### src/rtl/multicycle_ctrl_fsm_pkg.sv
// multicycle_ctrl_fsm_pkg: state, opcode and datapath-select encodings shared with datapath and ALU control
package multicycle_ctrl_fsm_pkg;
  typedef enum logic [3:0] {
    S_FETCH   = 4'd0,
    S_DECODE  = 4'd1,
    S_MEMADR  = 4'd2,
    S_MEMRD   = 4'd3,
    S_MEMWB   = 4'd4,
    S_MEMWR   = 4'd5,
    S_EXEC    = 4'd6,
    S_RTWB    = 4'd7,
    S_BRANCH  = 4'd8,
    S_ADDI_EX = 4'd9,
    S_ADDI_WB = 4'd10,
    S_JUMP    = 4'd11,
    S_TRAP    = 4'd12
  } state_t;
  localparam logic [5:0] OPC_RTYPE = 6'b000000;
  localparam logic [5:0] OPC_LW    = 6'b100011;
  localparam logic [5:0] OPC_SW    = 6'b101011;
  localparam logic [5:0] OPC_BEQ   = 6'b000100;
  localparam logic [5:0] OPC_ADDI  = 6'b001000;
  localparam logic [5:0] OPC_J     = 6'b000010;
  localparam logic [1:0] ALU_ADD   = 2'b00;
  localparam logic [1:0] ALU_SUB   = 2'b01;
  localparam logic [1:0] ALU_FUNCT = 2'b10;
  localparam logic [1:0] SRCB_B    = 2'b00;
  localparam logic [1:0] SRCB_4    = 2'b01;
  localparam logic [1:0] SRCB_IMM  = 2'b10;
  localparam logic [1:0] SRCB_SL2  = 2'b11;
  localparam logic [1:0] PC_ALU    = 2'b00;
  localparam logic [1:0] PC_ALUOUT = 2'b01;
  localparam logic [1:0] PC_JUMP   = 2'b10;
endpackage

### src/rtl/multicycle_ctrl_fsm_if.sv
// multicycle_ctrl_fsm_if: opcode/memory handshake in, datapath controls out; master is the control FSM
interface multicycle_ctrl_fsm_if #(parameter int OPCODE_W = 6);
  logic [OPCODE_W-1:0] opcode;
  logic mem_ready;
  logic pc_write_cond, pc_write, iord, mem_read, mem_write, mem_to_reg;
  logic ir_write, alu_src_a, reg_write, reg_dst;
  logic [1:0] pc_src, alu_op, alu_src_b;
  logic illegal_op, instr_done;
  logic [3:0] state_o;
  modport master (
    input opcode, mem_ready,
    output pc_write_cond, pc_write, iord, mem_read, mem_write, mem_to_reg,
    output ir_write, alu_src_a, reg_write, reg_dst, pc_src, alu_op, alu_src_b,
    output illegal_op, instr_done, state_o
  );
  modport slave (
    output opcode, mem_ready,
    input pc_write_cond, pc_write, iord, mem_read, mem_write, mem_to_reg,
    input ir_write, alu_src_a, reg_write, reg_dst, pc_src, alu_op, alu_src_b,
    input illegal_op, instr_done, state_o
  );
endinterface

### src/rtl/multicycle_ctrl_fsm.sv
// multicycle_ctrl_fsm: Moore control FSM sequencing a multicycle MIPS-subset datapath with memory wait states
module multicycle_ctrl_fsm
  import multicycle_ctrl_fsm_pkg::*;
#(
  parameter int                  OPCODE_W = 6,
  parameter bit                  MEM_WAIT = 1'b1,
  parameter logic [OPCODE_W-1:0] OP_RTYPE = OPCODE_W'(OPC_RTYPE),
  parameter logic [OPCODE_W-1:0] OP_LW    = OPCODE_W'(OPC_LW),
  parameter logic [OPCODE_W-1:0] OP_SW    = OPCODE_W'(OPC_SW),
  parameter logic [OPCODE_W-1:0] OP_BEQ   = OPCODE_W'(OPC_BEQ),
  parameter logic [OPCODE_W-1:0] OP_ADDI  = OPCODE_W'(OPC_ADDI),
  parameter logic [OPCODE_W-1:0] OP_J     = OPCODE_W'(OPC_J)
) (
  input logic clock,
  input logic reset,
  multicycle_ctrl_fsm_if.master bus
);
  state_t state;
  logic is_load;
  logic done;
  assign done = bus.mem_ready | ~MEM_WAIT;
  // is_load captures the opcode in DECODE so later opcode changes cannot redirect MEMADR
  always_ff @(posedge clock) begin
    if (reset) state <= S_FETCH;
    else case (state)
      S_FETCH:   state <= done ? S_DECODE : S_FETCH;
      S_DECODE: begin
        is_load <= bus.opcode == OP_LW;
        state <= (bus.opcode == OP_LW || bus.opcode == OP_SW) ? S_MEMADR :
                 bus.opcode == OP_RTYPE ? S_EXEC :
                 bus.opcode == OP_BEQ   ? S_BRANCH :
                 bus.opcode == OP_ADDI  ? S_ADDI_EX :
                 bus.opcode == OP_J     ? S_JUMP : S_TRAP;
      end
      S_MEMADR:  state <= is_load ? S_MEMRD : S_MEMWR;
      S_MEMRD:   state <= done ? S_MEMWB : S_MEMRD;
      S_MEMWR:   state <= done ? S_FETCH : S_MEMWR;
      S_EXEC:    state <= S_RTWB;
      S_ADDI_EX: state <= S_ADDI_WB;
      S_TRAP:    state <= S_TRAP;
      default:   state <= S_FETCH;
    endcase
  end
  always_comb begin
    bus.pc_write_cond = 1'b0;
    bus.pc_write = 1'b0;
    bus.iord = 1'b0;
    bus.mem_read = 1'b0;
    bus.mem_write = 1'b0;
    bus.mem_to_reg = 1'b0;
    bus.ir_write = 1'b0;
    bus.alu_src_a = 1'b0;
    bus.reg_write = 1'b0;
    bus.reg_dst = 1'b0;
    bus.pc_src = PC_ALU;
    bus.alu_op = ALU_ADD;
    bus.alu_src_b = SRCB_B;
    bus.illegal_op = 1'b0;
    bus.instr_done = 1'b0;
    bus.state_o = reset ? 4'd0 : state;
    if (!reset) case (state)
      S_FETCH: begin
        bus.mem_read = 1'b1;
        bus.alu_src_b = SRCB_4;
        bus.ir_write = done;
        bus.pc_write = done;
      end
      S_DECODE: bus.alu_src_b = SRCB_SL2;
      S_MEMADR: begin
        bus.alu_src_a = 1'b1;
        bus.alu_src_b = SRCB_IMM;
      end
      S_MEMRD: begin
        bus.mem_read = 1'b1;
        bus.iord = 1'b1;
      end
      S_MEMWB: begin
        bus.reg_write = 1'b1;
        bus.mem_to_reg = 1'b1;
        bus.instr_done = 1'b1;
      end
      S_MEMWR: begin
        bus.mem_write = 1'b1;
        bus.iord = 1'b1;
        bus.instr_done = done;
      end
      S_EXEC: begin
        bus.alu_src_a = 1'b1;
        bus.alu_op = ALU_FUNCT;
      end
      S_RTWB: begin
        bus.reg_write = 1'b1;
        bus.reg_dst = 1'b1;
        bus.instr_done = 1'b1;
      end
      S_BRANCH: begin
        bus.alu_src_a = 1'b1;
        bus.alu_op = ALU_SUB;
        bus.pc_write_cond = 1'b1;
        bus.pc_src = PC_ALUOUT;
        bus.instr_done = 1'b1;
      end
      S_ADDI_EX: begin
        bus.alu_src_a = 1'b1;
        bus.alu_src_b = SRCB_IMM;
      end
      S_ADDI_WB: begin
        bus.reg_write = 1'b1;
        bus.instr_done = 1'b1;
      end
      S_JUMP: begin
        bus.pc_write = 1'b1;
        bus.pc_src = PC_JUMP;
        bus.instr_done = 1'b1;
      end
      S_TRAP: bus.illegal_op = 1'b1;
      default: ;
    endcase
  end
endmodule
### src/flat_wrapper.sv
// flat-port wrapper written by rule: the top's interface ports become plain ports
module multicycle_ctrl_fsm_flat import multicycle_ctrl_fsm_pkg::*;
#(
  parameter int                  OPCODE_W = 6,
  parameter bit                  MEM_WAIT = 1'b1,
  parameter logic [OPCODE_W-1:0] OP_RTYPE = OPCODE_W'(OPC_RTYPE),
  parameter logic [OPCODE_W-1:0] OP_LW    = OPCODE_W'(OPC_LW),
  parameter logic [OPCODE_W-1:0] OP_SW    = OPCODE_W'(OPC_SW),
  parameter logic [OPCODE_W-1:0] OP_BEQ   = OPCODE_W'(OPC_BEQ),
  parameter logic [OPCODE_W-1:0] OP_ADDI  = OPCODE_W'(OPC_ADDI),
  parameter logic [OPCODE_W-1:0] OP_J     = OPCODE_W'(OPC_J)
)
  (clock, reset, bus_opcode, bus_mem_ready, bus_pc_write_cond, bus_pc_write, bus_iord, bus_mem_read, bus_mem_write, bus_mem_to_reg, bus_ir_write, bus_alu_src_a, bus_reg_write, bus_reg_dst, bus_pc_src, bus_alu_op, bus_alu_src_b, bus_illegal_op, bus_instr_done, bus_state_o);
  multicycle_ctrl_fsm_if #(.OPCODE_W(OPCODE_W)) bus_i ();
  input logic clock;
  input logic reset;
  input wire logic [$bits(bus_i.opcode)-1:0] bus_opcode;
  input wire logic [$bits(bus_i.mem_ready)-1:0] bus_mem_ready;
  output wire logic [$bits(bus_i.pc_write_cond)-1:0] bus_pc_write_cond;
  output wire logic [$bits(bus_i.pc_write)-1:0] bus_pc_write;
  output wire logic [$bits(bus_i.iord)-1:0] bus_iord;
  output wire logic [$bits(bus_i.mem_read)-1:0] bus_mem_read;
  output wire logic [$bits(bus_i.mem_write)-1:0] bus_mem_write;
  output wire logic [$bits(bus_i.mem_to_reg)-1:0] bus_mem_to_reg;
  output wire logic [$bits(bus_i.ir_write)-1:0] bus_ir_write;
  output wire logic [$bits(bus_i.alu_src_a)-1:0] bus_alu_src_a;
  output wire logic [$bits(bus_i.reg_write)-1:0] bus_reg_write;
  output wire logic [$bits(bus_i.reg_dst)-1:0] bus_reg_dst;
  output wire logic [$bits(bus_i.pc_src)-1:0] bus_pc_src;
  output wire logic [$bits(bus_i.alu_op)-1:0] bus_alu_op;
  output wire logic [$bits(bus_i.alu_src_b)-1:0] bus_alu_src_b;
  output wire logic [$bits(bus_i.illegal_op)-1:0] bus_illegal_op;
  output wire logic [$bits(bus_i.instr_done)-1:0] bus_instr_done;
  output wire logic [$bits(bus_i.state_o)-1:0] bus_state_o;
  assign bus_i.opcode = bus_opcode;
  assign bus_i.mem_ready = bus_mem_ready;
  assign bus_pc_write_cond = bus_i.pc_write_cond;
  assign bus_pc_write = bus_i.pc_write;
  assign bus_iord = bus_i.iord;
  assign bus_mem_read = bus_i.mem_read;
  assign bus_mem_write = bus_i.mem_write;
  assign bus_mem_to_reg = bus_i.mem_to_reg;
  assign bus_ir_write = bus_i.ir_write;
  assign bus_alu_src_a = bus_i.alu_src_a;
  assign bus_reg_write = bus_i.reg_write;
  assign bus_reg_dst = bus_i.reg_dst;
  assign bus_pc_src = bus_i.pc_src;
  assign bus_alu_op = bus_i.alu_op;
  assign bus_alu_src_b = bus_i.alu_src_b;
  assign bus_illegal_op = bus_i.illegal_op;
  assign bus_instr_done = bus_i.instr_done;
  assign bus_state_o = bus_i.state_o;
  multicycle_ctrl_fsm #(.OPCODE_W(OPCODE_W), .MEM_WAIT(MEM_WAIT), .OP_RTYPE(OP_RTYPE), .OP_LW(OP_LW), .OP_SW(OP_SW), .OP_BEQ(OP_BEQ), .OP_ADDI(OP_ADDI), .OP_J(OP_J)) u_core (.clock(clock), .reset(reset), .bus(bus_i));
endmodule
### config.mk
export PLATFORM = sky130hd
export DESIGN_NAME = multicycle_ctrl_fsm_flat
export DESIGN_NICKNAME = d
export VERILOG_FILES = /design/src/rtl/multicycle_ctrl_fsm_pkg.sv /design/src/rtl/multicycle_ctrl_fsm_if.sv /design/src/rtl/multicycle_ctrl_fsm.sv /design/src/flat_wrapper.sv
export SDC_FILE = /design/constraint.sdc
export NUM_CORES = 1
export LEC_CHECK = 0
export ABC_AREA = 1
export CAP_MARGIN = 20
export CORE_UTILIZATION = 34
export CTS_CLUSTER_DIAMETER = 60
export DETAILED_ROUTE_END_ITERATION = 8
export PLACE_DENSITY = 0.8
export REMOVE_ABC_BUFFERS = 1
export SYNTH_ARGS = -nofsm -noshare
export SYNTH_HDL_FRONTEND = slang
export SYNTH_SLANG_ARGS = --single-unit
### constraint.sdc
create_clock -name clock -period 1 [get_ports clock]
set_input_delay 0.1 -clock clock [delete_from_list [all_inputs] [get_ports clock]]
set_output_delay 0.1 -clock clock [all_outputs]
set_load 0.005 [all_outputs]
==> results of run 1 <==
-- cell families after synthesis --
family                 count (synthesis)  synth area share
and+or+nand+nor                       78            0.5596
buffers and inverters                 19            0.1277
AOI/OAI and AO/OA                     13            0.1255
DFF                                    5            0.1872
-- flip-flops by register name, summed over array words and instances (netlist names) --
name            cells
u_core.is_load      1
u_core.state        4
-- power groups by stage --
stage | Combinational, W | Sequential (W) | Clock [W]
global placement | 0.000374 | 0.000237 | 0
CTS | 0.000517 | 0.000244 | 0.000242
detailed placement | 0.000383 | 0.000238 | 0
floorplan | 0.000153 | 0.000236 | 0
global route | 0.000697 | 0.000251 | 0.000267
finish | 0.000666 | 0.000251 | 0.000242
-- critical path, cell delays in order (launching register included) --
cell	delay (ps)
dfxtp_4	400
buf_6	130
nor2_4	30
buf_6	130
buf_4	140
nand2_4	70
nand3_2	60
nand2_2	80
nand2_1	50
buf_2	120
-- cell type report --
type	instances	area (um^2)
Clock buffer	4	26.28
Fill cell	67	117.6
Inverter	15	66.31
Multi-Input combinational cell	91	616.8
Sequential cell	5	125.1
Tap cell	16	20.02
Timing Repair Buffer	70	586.8
-- metrics by stage --
| stage | setup WS [ps] | setup TNS, ps | utilization | total power [W] |
|---|---|---|---|---|
| 2_1_floorplan | -42.28 | -218.9 | - | 0.0003891 |
| 3_3_place_gp | -570.8 | -11660 | 0.6509 | 0.0006111 |
| 3_5_place_dp | -606.0 | -12290 | 0.6509 | 0.0006212 |
| 4_1_cts | -377.4 | -7499 | 0.8226 | 0.001004 |
| 5_1_grt | -653.6 | -11780 | 0.9246 | 0.001215 |
| 6_report | -575.3 | -10500 | 0.9246 | 0.001159 |
-- cell usage after synthesis, types with 2 or more instances --
master	n	area, um^2
a21oi_1	9	45.04
clkbuf_1	3	11.26
nor2_1	33	123.9
inv_1	15	56.30
nand3_1	14	70.07
dfxtp_1	4	80.08
nor2_4	2	22.52
nand2_1	27	101.4
-- metal layers --
layer / track usage / vias up / routed length [um]
li1: - / 506 / -
met2: 0.6627 / 110 / 1810
met1: 0.3537 / 509 / 1314
met4: 0.1875 / 0 / 300
met5: 0 / - / 0
met3: 0.02917 / 45 / 340
-- worst max-delay path by stage --
stage	to	start	slack (ps)
4_1_cts	bus_alu_src_a	u_core.state[0]$_SDFF_PP0_	-380
5_1_grt	bus_alu_src_a	u_core.state[3]$_SDFF_PP0_	-650
3_5_place_dp	bus_alu_src_a	u_core.state[1]$_SDFF_PP0_	-610
6_report	bus_instr_done	u_core.state[1]$_SDFF_PP0_	-580
3_3_place_gp	bus_alu_src_a	u_core.state[3]$_SDFF_PP0_	-570
2_1_floorplan	u_core.is_load$_DFFE_PP_	u_core.state[0]$_SDFF_PP0_	-40
-- what timing repair did --
item | CTS | global route
gates cloned | 1 | 0
endpoints found under the hold margin | 0 | 0
setup endpoints to repair | 27 | 27
setup buffers | 16 | 8
resized for setup | 146 | 32
pin swaps | 32 | 24
==> reports/metrics.cfg, run 1 <==
[outcome]
status=complete, but fails checks
violations=design-rule violations, negative setup slack

[floorplan]
die_h_um=43.59
die-area_mm2=0.001900
die_width_um=43.59
coreArea_mm2=0.001559
initial_core_util=0.3772
io_pins=31
rows=14

[route]
drc=5
firstDrtPassIters=6
routed_via_density=5.821
first_iter_violations=77
routed_wl_um=3765
postRouteAntennaNets=0
vias=1170
wl_per_cell_um=18.73

[cts]
htree_levels=1
clockBufferDepth=2
cts_tree=yes
postCtsHoldBufs=0
cts_inserted_buffers=3
clk-insertion-delay-late_ps=250
cts_root_buf=clkbuf_4
clock_sinks=5
path_clk_slew_ps=50

[global_routing]
grt_pass1_wl_um=4774
grt_pass1_vias=1045
overflow=0
grt_max_degree=14
track_usage=0.3422
antenna_found_initial=0

[timing]
rsz0062_at_grt=yes
maxSlewViolCount=0
fin_crit_ps=1575
finalClockSkew_ps=6.282
period_share=1.575
relSlewSlack=0.7954
fmax_mhz=634.8
finalHoldViolCount=0
finalHoldWorstSlack_ps=510.6
setup_viol=27
worst_slack_ps=-575.3
worst_slew_pin_slew_ps=305.8

[finish]
layout_common_cells=buf_4, buf_2, nor2_1, nand2_1, buf_6
final_cell_area_mm2=0.001441
drive_gt1_frac=0.6541
nets=195
layout_commonest_cell=buf_4
diodes=0
synthToLayoutAreaGrowth_pct=145.1
layoutNonFillerInstCount=201

[place]
dp_hpwl_um=1437
port_buffers=30
dpl-instance-area_mm2=0.001015
dp.cells=172
gp_congestion=0.8233

[critical_path]
cp-end-kind=output port
worstReg2RegEnd=u_core.state[2]$_SDFF_PP0_
crit_type=register to output port
r2r_slack_ps=-390
worstSetupStartpointType=register
required_ps=900
worstRegToRegCells=9
cp_max_fo=5
worstPathArrival_ps=1480
r2r-start=u_core.state[1]$_SDFF_PP0_

[logic_synthesis]
synth_area_per_cell_um2=5.114
synth-main-ff-cell=dfxtp_1
synth_edf_count=1
yosysWarnings=0
synthArstFlopShare=0
ys_types=16
synthCells=115
synth-seq-cells=5
ys_seq_area_frac=0.1872
syn_area_um2=588.1

[power_and_ir_drop]
leakagePower_nw=0.7539
p_sw_w=0.0004581
p_int_w=0.0007006
ir_drop_mv=0.7685
p_clk_frac=0.209
swShare=0.3954
combPwrFrac=0.574
seqPwrFrac=0.217
powerDensity_mw_per_mm2=803.9

[hold_path]
hold_depth=3
min_from=reset
worstHoldEndpoint=u_core.state[1]$_SDFF_PP0_
hp-class=input pin to register

[run]
max_cap_violations=0

(Power assumes the default switching activity.)
==> run 2: changes to the inputs <==
GPL_TIMING_DRIVEN = 0   (was default)
==> run 2 against run 1 <==
Net effect:
- the run still ends with design-rule violations, negative setup slack left
- sequential power about the same
- combinational power shrank 16%
- core utilization decreased by 14 points
- non-clock buffer count fell by 15
- critical path depth shrank 2
- clock power rose by 2%
- setup slack gained 77 ps
- cell area decreased by 15%
- total power is 8.7% lower
- sequential share of layout area increased by 1.5 points
- fmax is 5.2% higher
- hold slack worse by 30 ps
- critical path type unchanged
- largest cell class unchanged
- highest routed layer unchanged
==> reports/metrics.cfg, run 2 (same netlist as run 1, synthesis figures left out) <==
[outcome]
status=complete, but fails checks
violations=design-rule violations, negative setup slack

[global_routing]
antenna_found_initial=0
grt_use_met1=0.3003
track_usage=0.2760
grt_use_met2=0.4806
grtUsageMet3=0.06250
grt_max_degree=26
grt_pass1_vias=905
overflow=0
grt.busiest_layer=met2
grt_pass1_wl_um=3884

[place]
post-place-ws_ps=-947.3
dp_hpwl_um=1203
port_buffers=30
dpl-instance-area_um2=889.6
gp_congestion=0.8127

[power_and_ir_drop]
powerDensity_mw_per_mm2=861.6
finalPower_w=0.001058
leakagePower_nw=0.6644
ir_drop_mv=0.7851

[critical_path]
cpMostUsedCell=nor2_1
r2r-start=u_core.state[1]$_SDFF_PP0_
cp-end-kind=output port
worstPathArrival_ps=1400
cp_slowest_cell=dfxtp_4
worstSetupStartpointType=register
crit_family=simple AND/OR/NAND/NOR gates
cp_max_fo=4
required_ps=900
crit_path_max_incr_delay_ps=400
startpoint=u_core.state[1]$_SDFF_PP0_
crit_buf_inv=2
crit_type=register to output port
crit_chain=inv_4 -> nor2_4 -> nand2_2 -> o21ai_2 -> nor2_1 -> nor2_1 -> buf_2

[route]
drc=5
wl_per_cell_um=14.66
first_iter_violations=37
firstDrtPassIters=6
routed_wl_um=2726
vias=989
routed_via_density=5.317
postRouteAntennaNets=0

[finish]
drive_gt1_frac=0.5588
regArea_um2=125.1
multiInputGateArea_um2=561.8
regMostFlops=u_core.state
nets=180
num-fill-cells=115
synthToLayoutAreaGrowth_pct=108.7
layout_common_cells=nor2_1, buf_2, buf_4, nand2_1, buf_6
layout_commonest_cell=nor2_1
diodes=0
reg.largest.list=u_core.state x4, u_core.is_load x1
largest_reg_flops=4
final_cell_area_mm2=0.001227
utilization=0.7873

[floorplan]
rows=14
io_pins=31
die-area_mm2=0.001900
die_width_um=43.59
die_h_um=43.59
coreArea_mm2=0.001559
initial_core_util=0.3772

[timing]
fin_crit_ps=1498
finalClockSkew_ps=2.369
finalHoldViolCount=0
setup_viol=27
maxSlewViolCount=0
worst_slew_pin_slew_ps=521.4
rsz0062_at_grt=yes
worst_slack_ps=-498.0
fmax_mhz=667.6
period_share=1.498
relSlewSlack=0.6524

[cts]
postCtsHoldBufs=0
path_clk_slew_ps=50
clk-insertion-delay-late_ps=250
cts_tree=yes
htree_levels=1
clock_sinks=5
clockBufferDepth=2
cts_root_buf=clkbuf_4
cts_inserted_buffers=3

[hold_path]
hp-class=input pin to register
min_from=reset

[run]
max_cap_violations=0

==> run 2: cell count changes in the layout (fill, tap and decap cells not counted), sizes merged <==
cell | previous run | this run
clkdlybuf4s15 | 0 | 1
buf | 61 | 47
dlygate4sd2 | 1 | 0
bufbuf | 1 | 0
==> run 2: final timing paths <==
check,endpoint,slack (ps),depth (start not counted)
max,bus_alu_src_a,-500,7
max reg2reg,u_core.state[0]$_SDFF_PP0_,-360,8
min,u_core.state[3]$_SDFF_PP0_,480,2
min reg2reg,u_core.state[3]$_SDFF_PP0_,700,3
==> run 2: per-layer routing <==
layer,vias to the layer above,part of all wire
met5,-,0
met4,0,0.029
met3,7,0.093
met2,60,0.50
met1,454,0.38
li1,468,-
==> run 2: timing repair <==
item,4_1_cts,5_1_grt
setup buffers,19,6
pin swaps,18,11
endpoints found under the hold margin,0,0
setup endpoints to repair,27,27
gates resized for setup,148,14
==> run 2: where the power goes <==
| part | internal, W | switching (W) |
|---|---|---|
| registers | 0.000218 | 0.0000347 |
| clock network | 0.000152 | 0.0000961 |
| logic | 0.000277 | 0.000280 |
==> run 2: metrics by stage <==
step / hold slack [ps] / TNS, ps / cells
finish: 480.8 / -8191 / 186
floorplan: 169.1 / -218.9 / 111
global placement: 661.1 / -19540 / 157
CTS: 430.2 / -6896 / 180
global route: 508.0 / -9345 / 186
detailed placement: 682.5 / -19760 / 157
==> run 2: cell type report <==
type / count / area share
sequential: 5 / 0.1019
timing repair buffer: 55 / 0.3466
tap: 16 / 0.01631
inverter: 15 / 0.05607
clock buffer: 4 / 0.02141
multi-input combinational: 91 / 0.4577
==> run 2: worst register-to-register path: stages (launching register included) <==
cell and delay [ps]:
dfxtp_4 400, inv_4 60, nor2_4 160, nand2_2 120
buf_4 150, buf_4 130, nand2_2 80, nor2_1 60
a21oi_1 120
==> run 3: changes to the inputs <==
CORE_MARGIN = 5   (was default)
GPL_TIMING_DRIVEN = 1   (was 0)
==> run 3 against run 2 <==
Net effect:
- the flow finishes with violations (negative setup slack)
- sequential share of layout area decreased by 1.0 points
- register-to-register slack improved by 50 ps
- final cell count increased by 5.4%
- clock-buffer cell count unchanged
- non-clock buffer count increased by 9
- first-iteration DRC count decreased by 41%
- die area increased by 40%
- sequential power about the same
- clock skew increased by 3.6 ps
- setup slack improved by 53 ps
- global-route usage decreased by 7.9 points
- critical endpoint is now bus_instr_done
==> reports/metrics.cfg, run 3 (same netlist as run 1, synthesis figures left out) <==
[timing]
maxSlewViolCount=0
rsz0062_at_grt=yes
finalClockSkew_ps=5.961
finalHoldViolCount=0
relSlewSlack=0.8031
period_share=1.445
worst_slew_pin_slew_ps=294.3
worst_slack_ps=-445.3
fmax_mhz=691.9
fin_crit_ps=1445
setup_viol=27

[route]
first_iter_violations=22
drc=0
postRouteAntennaNets=0
wl_per_cell_um=15.12
routed_via_density=5.276
vias=1034
firstDrtPassIters=4
routed_wl_um=2964

[finish]
regArea_um2=125.1
multiInputGateArea_um2=588.1
num-fill-cells=111
synthToLayoutAreaGrowth_pct=131.5
layoutNonFillerInstCount=196
largest_reg_flops=4
diodes=0
layout_common_cells=nor2_1, buf_4, buf_2, buf_6, nand2_2
utilization=0.8059
reg.largest.list=u_core.state x4, u_core.is_load x1
nets=189
drive_gt1_frac=0.6257
layout_commonest_cell=nor2_1
regMostFlops=u_core.state

[critical_path]
cp_max_fo=4
r2r_slack_ps=-310
crit_end=bus_instr_done
worstSetupStartpointType=register
worstReg2RegEnd=u_core.state[3]$_SDFF_PP0_
cpMostUsedCell=nand2_2
crit_chain=inv_4 -> nand2_2 -> nor2_4 -> buf_6 -> nand2_2 -> nand3_2 -> nand2_1 -> nand2_2 -> buf_2
worstPathArrival_ps=1350
crit_type=register to output port
cp_slowest_cell=dfxtp_4
startpoint=u_core.state[1]$_SDFF_PP0_
crit_path_max_incr_delay_ps=370
required_ps=900
r2r-start=u_core.state[0]$_SDFF_PP0_
cp-end-kind=output port
worstRegToRegCells=7

[floorplan]
die-area_mm2=0.002662
io_pins=31
rows=15
die_h_um=51.59
die_width_um=51.59
initial_core_util=0.3481
coreArea_mm2=0.001689

[hold_path]
hp-class=input pin to register
hold_depth=2
min_from=bus_opcode[3]

[power_and_ir_drop]
finalPower_w=0.001055
p_int_w=0.0006552
combPwrFrac=0.543
seqPwrFrac=0.239
ir_drop_mv=1.006
p_clk_frac=0.218
swShare=0.3790
p_sw_w=0.0003998
leakagePower_nw=0.7076
powerDensity_mw_per_mm2=775.0

[global_routing]
grt_pass1_vias=962
grt_pass1_wl_um=4002
overflow=0
track_usage=0.1966
grt_max_degree=22
antenna_found_initial=0

[place]
dp.cells=174
gp_congestion=0.9375
port_buffers=30
dp_hpwl_um=1586

[cts]
cts_inserted_buffers=3
htree_levels=1
path_clk_slew_ps=50
cts_root_buf=clkbuf_4
clk-insertion-delay-late_ps=240
clock_sinks=5
clockBufferDepth=2
cts_tree=yes

[outcome]
violations=negative setup slack
status=complete, but fails checks

[run]
max_cap_violations=0

[run 3: how the worst min path moves through the flow]
stage / end / slack [ps]
2_1_floorplan: u_core.state[0]$_SDFF_PP0_ / 170
5_1_grt: u_core.is_load$_DFFE_PP_ / 590
4_1_cts: u_core.is_load$_DFFE_PP_ / 590
3_3_place_gp: u_core.state[1]$_SDFF_PP0_ / 680
6_report: u_core.is_load$_DFFE_PP_ / 600
3_5_place_dp: u_core.state[1]$_SDFF_PP0_ / 670
[run 3: power groups by stage]
| stage | Clock [W] | Sequential, W | Combinational (W) |
|---|---|---|---|
| after floorplan | 0 | 0.000236 | 0.000153 |
| after global placement | 0 | 0.000238 | 0.000373 |
| after CTS | 0.000236 | 0.000246 | 0.000456 |
| final | 0.000230 | 0.000253 | 0.000573 |
| after detailed placement | 0 | 0.000239 | 0.000381 |
| after global routing | 0.000258 | 0.000255 | 0.000607 |
[run 3: metrics by stage]
step | cell area, um^2 | setup TNS (ps) | setup slack [ps] | hold WS [ps]
2_1_floorplan | 569.3 | -218.9 | -42.28 | 169.1
3_3_place_gp | 1023 | -11900 | -619.7 | 675.0
3_5_place_dp | 1023 | -12500 | -655.7 | 669.3
4_1_cts | 1211 | -6840 | -399.1 | 591.1
5_1_grt | 1361 | -10040 | -511.7 | 592.5
6_report | 1361 | -8324 | -445.3 | 597.0
[run 3: worst max-delay path, delay by kind of cell, from the launching register on]
| family | cells | cell delay, ps |
|---|---|---|
| buf+inv | 3 | 290 |
| simple gates | 6 | 440 |
| flops | 1 | 370 |
[run 3: metal layers]
layer / GRT usage / vias to the layer above / wire, um
li1: - / 494 / -
met1: 0.1736 / 463 / 999
met2: 0.4025 / 60 / 1574
met3: 0.04011 / 17 / 217
met4: 0.1048 / 0 / 172
met5: 0 / - / 0
[run 3: cell type report]
cell class,instances,share of cell area
clock buffers,4,0.01930
inverters,15,0.05055
multi-input cells,91,0.4320
flip-flops and latches,5,0.09191
well taps,17,0.01562
repair buffers,64,0.3906
[run 3: repair_timing]
action	CTS	global route
setup endpoints to repair	27	27
hold buffers	0	0
buffers inserted	14	6
gates resized for setup	138	32
pin swaps	24	19
